### src/rtl/write_back.sv
// Write-back stage: picks load data or ALU result and registers one register-file
// write request per cycle; writes aimed at the zero register are suppressed.
module write_back #(
    parameter int DATA_W   = 64,
    parameter int REG_AW   = 5,
    parameter int ZERO_REG = 31
) (
    input  logic              clk,
    input  logic              reset,
    input  logic [REG_AW-1:0] wbReg,
    input  logic [DATA_W-1:0] loadedData,
    input  logic [DATA_W-1:0] Results,
    input  logic              MemToReg,
    input  logic              RegWrite,
    output logic [DATA_W-1:0] Data2Write,
    output logic [REG_AW-1:0] Reg2Write,
    output logic              oldRegWrite
);

    localparam logic [REG_AW-1:0] ZERO_IDX = REG_AW'(ZERO_REG);

    logic [DATA_W-1:0] data_d, data_q;
    logic [REG_AW-1:0] reg_d,  reg_q;
    logic              we_d,   we_q;

    always_comb begin
        data_d = Results;
        reg_d  = wbReg;
        we_d   = 1'b0;
        if (MemToReg)
            data_d = loadedData;
        // MemToReg only steers data; the enable depends on RegWrite and the index alone
        if (RegWrite && (wbReg != ZERO_IDX))
            we_d = 1'b1;
    end

    always_ff @(posedge clk) begin
        if (reset) begin
            data_q <= '0;
            reg_q  <= '0;
            we_q   <= 1'b0;
        end else begin
            data_q <= data_d;
            reg_q  <= reg_d;
            we_q   <= we_d;
        end
    end

    assign Data2Write  = data_q;
    assign Reg2Write   = reg_q;
    assign oldRegWrite = we_q;

endmodule

### config.mk
export PLATFORM = sky130hd
export DESIGN_NAME = write_back
export DESIGN_NICKNAME = d
export VERILOG_FILES = /design/src/rtl/write_back.sv
export SDC_FILE = /design/constraint.sdc
export NUM_CORES = 1
export LEC_CHECK = 0
export CAP_MARGIN = 20
export CORE_AREA = 3 3 85 103
export DETAILED_ROUTE_END_ITERATION = 16
export DIE_AREA = 0 0 88 106
export PLACE_DENSITY = 0.79
export SLEW_MARGIN = 10
export SYNTH_ARGS = -nofsm -noshare
export SYNTH_HDL_FRONTEND = slang
export SYNTH_SLANG_ARGS = --single-unit
### constraint.sdc
create_clock -name clk -period 0.9 [get_ports clk]
set_input_delay 0.135 -clock clk [delete_from_list [all_inputs] [get_ports clk]]
set_output_delay 0.135 -clock clk [all_outputs]
set_load 0.03 [all_outputs]
---- After elaboration in Yosys (flattened, before gate mapping) ----
Cells that the tools add are included.
storage, ports and cells
  word-level logic and storage cells ...... 7
  bits of input ports ..................... 137
  register bits after elaboration ......... 70
cells by class
  reductions and logical operators ........ 1
  eq/ne operators ......................... 1
  muxes and demuxes ....................... 2
operator list
  operator                                      number
  2-to-1 mux 64 bit                             1
  inequality test 5 bit, second input constant  1
  logical AND 1 bit                             1
  2-to-1 mux 1 bit                              1

---- Depth between registers and ports, before layout ----
Gate-level depths: netlist of the first run.
  depth after elaboration ................. 3
  gate-level depth with buffers ........... 4
  depth with buffers taken out ............ 2

---- Worst setup path after synthesis of the first run ----
Ideal clock, no wire load.
  kind .................................... input -> register
  from .................................... input port MemToReg
  to ...................................... register data_q[0], in the netlist Data2Write[0]
  stages on the path ...................... 4
  library setup time ...................... 0.128 ns
  arrival time ............................ 0.661 ns
  slack ................................... 0.111 ns
  path buffers ............................ 2
  path through ............................ buf_6 -> buf_8 -> mux2i_1 -> nor2_1
between the ends
  longest elaborated chain between the ends .. 1
ends and longest elaborated chain
  what                  RTL line  text
  start, declared       13        input logic MemToReg,
  2-to-1 mux 64 bit     30        if (MemToReg)
  end signal, assigned  43        data_q <= data_d;
  end, declared         22        logic [DATA_W-1:0] data_d, data_q;
No other way between the ends.
A chain may end at the register's enable or synchronous reset.

---- Worst setup path in the final report of the first run ----
  from .................................... register data_q[2], in the netlist Data2Write[2]
  to ...................................... output port Data2Write[2]
RTL lines
  what           RTL line  text
  end, declared  15        output logic [DATA_W-1:0] Data2Write,
No word-level cell between the ends.

==> results of run 1 <==
==> per-stage QoR <==
stage	cell area (sq um)	worst slack (ps)	hold slack, ps	TNS [ps]	utilization, %
2_1_floorplan	2470	111	239	0	-
3_3_place_gp	4470	-145	397	-171	57.7
3_5_place_dp	4470	-208	407	-390	57.7
4_1_cts	5000	-58.3	42.9	-2650	64.5
5_1_grt	5000	-72.4	55.5	-3840	64.5
6_report	5000	-38.7	56.3	-1410	64.5
==> area by class of cell <==
cell class,count,area (sq um)
clock inverters,4,47.5
repair buffers,215,2270
inverters,1,3.75
multi-input cells,135,927
fillers,646,2750
clock buffers,11,141
flip-flops and latches,70,1490
well taps,92,115
==> kinds of logic after synthesis <==
family	after synthesis	share of synthesized area, %
mux	64	26.0
simple gates	70	11.3
flops	70	56.8
buf+inv	16	5.58
compound gates	1	0.355
==> where the power goes <==
| group | internal (mW) | total [mW] | switching (mW) |
|---|---|---|---|
| combinational | 1.12 | 1.94 | 0.821 |
| sequential | 3.34 | 3.44 | 0.0971 |
| clock | 1.33 | 2.44 | 1.11 |
==> sequential cells by signal (all words and copies together) (netlist names) <==
signal       cells
Data2Write      64
Reg2Write        5
oldRegWrite      1
==> cells in the mapped netlist <==
| master | number |
|---|---|
| mux2i_1 | 64 |
| nor2_1 | 64 |
| nor2b_1 | 5 |
| clkbuf_1 | 6 |
| and3_1 | 1 |
| buf_6 | 1 |
| inv_1 | 1 |
| a311oi_1 | 1 |
| buf_2 | 2 |
| buf_8 | 6 |
| dfxtp_1 | 70 |
==> path summary, 6_finish.rpt <==
check,depth (start not counted),startpoint,end
max,1,Data2Write[2]$_SDFF_PP0_,Data2Write[2]
min,2,reset,oldRegWrite$_SDFF_PP0_
==> routing by layer <==
metal / part of all wire, % / vias up
li1: - / 1145
met4: 1.1 / 0
met5: 0 / -
met2: 54 / 131
met3: 13 / 11
met1: 33 / 1023
==> impl_metrics.yaml, run 1 <==
global_route:
  grt_use_total_pct: 16.8
  grt_overflow: 0
  grtUsageMet2_pct: 31.9
  grt_pass1_wl_um: 11800
  antenna_found_initial: 0
  grt_util_met1_pct: 15.5
  grtUsageMet3_pct: 7.91
  grt_max_degree: 25
  grt_pass1_vias: 2493
  grt-busiest-layer: "met2"
timing:
  hold_viol_final: 0
  fin_crit_sh_pct: 104
  slew_headroom_pct: 83.6
  worstMarginPinSlew_ps: 247
  rsz0062_at_grt: "true"
  fin_crit_ps: 939
  fmax_ghz: 1.07
  final_max_slew_viol_count: 0
  fin_ws_ps: -38.7
  setup_viol: 70
route:
  ant_nets: 0
  viasPerCell: 4.38
  vias: 2310
  first_pass_iters: 4
  wl_per_cell_um: 14.9
  dr.first_iter.drc_count: 61
  drc: 0
  wirelength_um: 7860
power_and_ir_drop:
  power.density_nw_per_um2: 1570
  vdd_drop_max_mv: 0.672
  p_leak_nw: 2.25
  total_power_mw: 7.82
logic_synthesis:
  yosys.area.top_type: "dfxtp_1"
  yosysTopAreaCellShare_pct: 56.8
  syn_area_sq_um: 2470
  synthCells: 221
  ys_seq_elements: 70
  ys_seq_area_share_pct: 56.8
  yosys_warnings: 0
  synth.area.top_cells: "dfxtp_1 (57%), mux2i_1 (26%), nor2_1 (9.7%)"
  syn_nets: 358
  syn_area_per_cell_sq_um: 11.2
  ys_types: 11
place:
  port_buffers: 206
  dp_hpwl_um: 6320
  place_congestion: 0.687
  dp.cells: 513
setup_path:
  max_stage_delay_ps: 330
  cp_slowest_cell: "dfxtp_2"
  worst-path-max-fanout: 1
  crit_required_ps: 760
  cp_cell_sequence: "buf_6"
  crit_family: "flip-flops"
  start_kind: "flop"
  timing.critical_path.buf_inv: 1
  cp-end-kind: "output port"
  arrival_ps: 800
  path_class: "reg -> out"
floorplanning:
  die_area_sq_um: 9330
  die_w_um: 88
  coreArea_sq_um: 7750
  die_h_um: 106
  rows: 35
  ios: 207
  start_util_pct: 31.8
clock_network:
  clockRootBuffer: "clkbuf_8"
  postCtsSetupBuffers: 0
  path_clk_slew_ps: 80
  cts_buffers: 9
  clockBufferDepth: 2
  htreeDepth: 3
  ctsHoldBuffers: 0
  clock_sinks: 70
  cts_tree: "done"
  post_cts_resized: 137
run_status:
  violations: "setup timing"
  status: "finished with violations"
cells_and_area:
  fin_cells: 528
  final_cell_mix: "clkdlybuf4s50_1 (134), dfxtp_2 (70), buf_6 (67)"
  syn_to_final_growth_pct: 103
  final_common_cell: "clkdlybuf4s50_1"
  num_antenna_cells: 0
  fin_nets: 569
  layout-drive-gt1-share_pct: 37.8
worst_hold_path:
  hold_class: "in -> reg"
run:
  max-cap-violations: 0
(Power assumes the default switching activity.)
==> run 2, diff against run 1 <==
Settings changed: CORE_AREA 3 3 85 103 to 3 3 82 100, CTS_CLUSTER_DIAMETER from default to 30, DIE_AREA 0 0 88 106 to 0 0 85 103, PLACE_DENSITY 0.79 to 0.84.
Clock period 0.9 ns to 1.15 ns, I/O delays scaled along.
==> run 2 against run 1 <==
- the run now ends clean
- worst setup slack improved by 79 ps
- clock-buffer cell count increased by 1
- cell area decreased by 6.8%
- clock power decreased by 24%
- power decreased by 25%
- critical path depth unchanged
- first-iteration DRC count decreased by 6.6%
- wire length decreased by 3.7%
- worst hold slack improved by 210 ps
- final cell count decreased by 0.38%
- flip-flop and latch count unchanged
==> impl_metrics.yaml, run 2 (same netlist as run 1, synthesis figures left out) <==
route:
  wirelength_um: 7570
  ant_nets: 0
  first_pass_iters: 4
  viasPerCell: 4.49
  drc: 0
  wl_per_cell_um: 14.4
  vias: 2361
  dr.first_iter.drc_count: 57
cells_and_area:
  num_antenna_cells: 0
  final_common_cell: "clkdlybuf4s50_1"
  register_area_sq_um: 1400
  fillCellCount: 622
  fin_cells: 526
  layout-drive-gt1-share_pct: 21.3
  fin_nets: 568
  syn_to_final_growth_pct: 88.8
  multi_input_area_sq_um: 927
  largest_reg_flops: 64
  final_cell_mix: "clkdlybuf4s50_1 (134), dfxtp_1 (70), mux2i_1 (64), nor2_1 (64), buf_4 (54)"
timing:
  slew_headroom_pct: 77.5
  final_max_slew_viol_count: 0
  fin_crit_ps: 1110
  fin_crit_sh_pct: 96.5
  fmax_ghz: 0.901
  hold_viol_final: 0
  fin_setup_tns_ps: 0
  worstMarginPinSlew_ps: 337
  rsz0062_at_grt: "false"
  fin_ws_ps: 39.8
  hold-worst-slack_ps: 265
  setup_viol: 0
setup_path:
  crit_family: "flip-flops"
  crit_required_ps: 980
  timing.critical_path.buf_inv: 1
  max_stage_delay_ps: 320
  cp_cell_sequence: "clkdlybuf4s15_2"
  path_class: "reg -> out"
  worst-path-max-fanout: 1
  cp-end-kind: "output port"
  start_kind: "flop"
  cp_slowest_cell: "dfxtp_1"
  arrival_ps: 940
place:
  port_buffers: 206
  dp_hpwl_um: 6060
  dp.cells: 510
  place_ws_ps: 0.842
  place_congestion: 0.730
clock_network:
  htreeDepth: 3
  path_clk_slew_ps: 80
  cts_buffers: 9
  clock_sinks: 70
  clockBufferDepth: 2
  postCtsSetupBuffers: 0
  clockRootBuffer: "clkbuf_8"
  cts_tree: "done"
global_route:
  grt_pass1_wl_um: 11300
  grt_max_degree: 39
  grt_overflow: 0
  antenna_found_initial: 0
  grt_use_total_pct: 16.6
  grt_pass1_vias: 2426
worst_hold_path:
  hold_class: "in -> reg"
floorplanning:
  ios: 207
  die_h_um: 103
  die_area_sq_um: 8760
  rows: 34
  die_w_um: 85
  start_util_pct: 33.9
  coreArea_sq_um: 7270
power_and_ir_drop:
  total_power_mw: 5.88
  vdd_drop_max_mv: 1.03
  power.density_nw_per_um2: 1260
  p_leak_nw: 2.13
run_status:
  status: "finished, final reports clean"
run:
  max-cap-violations: 0
-- run 2: cell count changes in the layout (fill, tap and decap cells not counted), moves of 6 or more --
cell,change
buf_2,+6
buf_4,+47
buf_6,-67
clkdlybuf4s15_2,+14
dfxtp_1,+70
dfxtp_2,-70
-- run 2: area by class of cell --
| cell class | instances | area share [%] |
|---|---|---|
| multi-input combinational | 135 | 19.9 |
| timing repair buffer | 214 | 43.6 |
| clock buffer | 12 | 2.90 |
| clock inverter | 4 | 1.02 |
| inverter | 1 | 0.0806 |
| sequential | 70 | 30.1 |
| tap | 90 | 2.42 |
-- run 2: metrics by stage --
| step | utilization, % | cell area (sq um) |
|---|---|---|
| after global placement | 61.7 | 4490 |
| after floorplan | - | 2470 |
| after global routing | 64.0 | 4660 |
| after detailed placement | 61.7 | 4490 |
| after CTS | 64.6 | 4700 |
| final | 64.0 | 4660 |
-- run 2: routing by layer --
layer	vias to the layer above	wire length [um]	GRT usage (%)
met1	1062	2600	15.6
li1	1142	-	-
met5	-	0	0
met2	139	3950	31.0
met4	0	203	7.92
met3	18	812	7.11
-- run 2: report_power, final --
part / switching, mW / total [mW] / internal, mW / leakage [nW]
Combinational: 0.636 / 1.40 / 0.761 / 1.46
Clock: 0.861 / 1.86 / 0.998 / 0.0904
Sequential: 0.0425 / 2.63 / 2.58 / 0.583
Total: 1.54 / 5.88 / 4.34 / 2.13
-- run 2: worst paths after layout --
kind,from,end,cells after the start
worst max-delay path,Data2Write[25]$_SDFF_PP0_,Data2Write[25],1
worst min-delay path,MemToReg,Data2Write[51]$_SDFF_PP0_,3
-- run 2: timing repair --
action,in CTS,in global routing
hold buffers,0,0
setup endpoints to repair,21,7
pin swaps,0,0
gates resized for setup,63,13
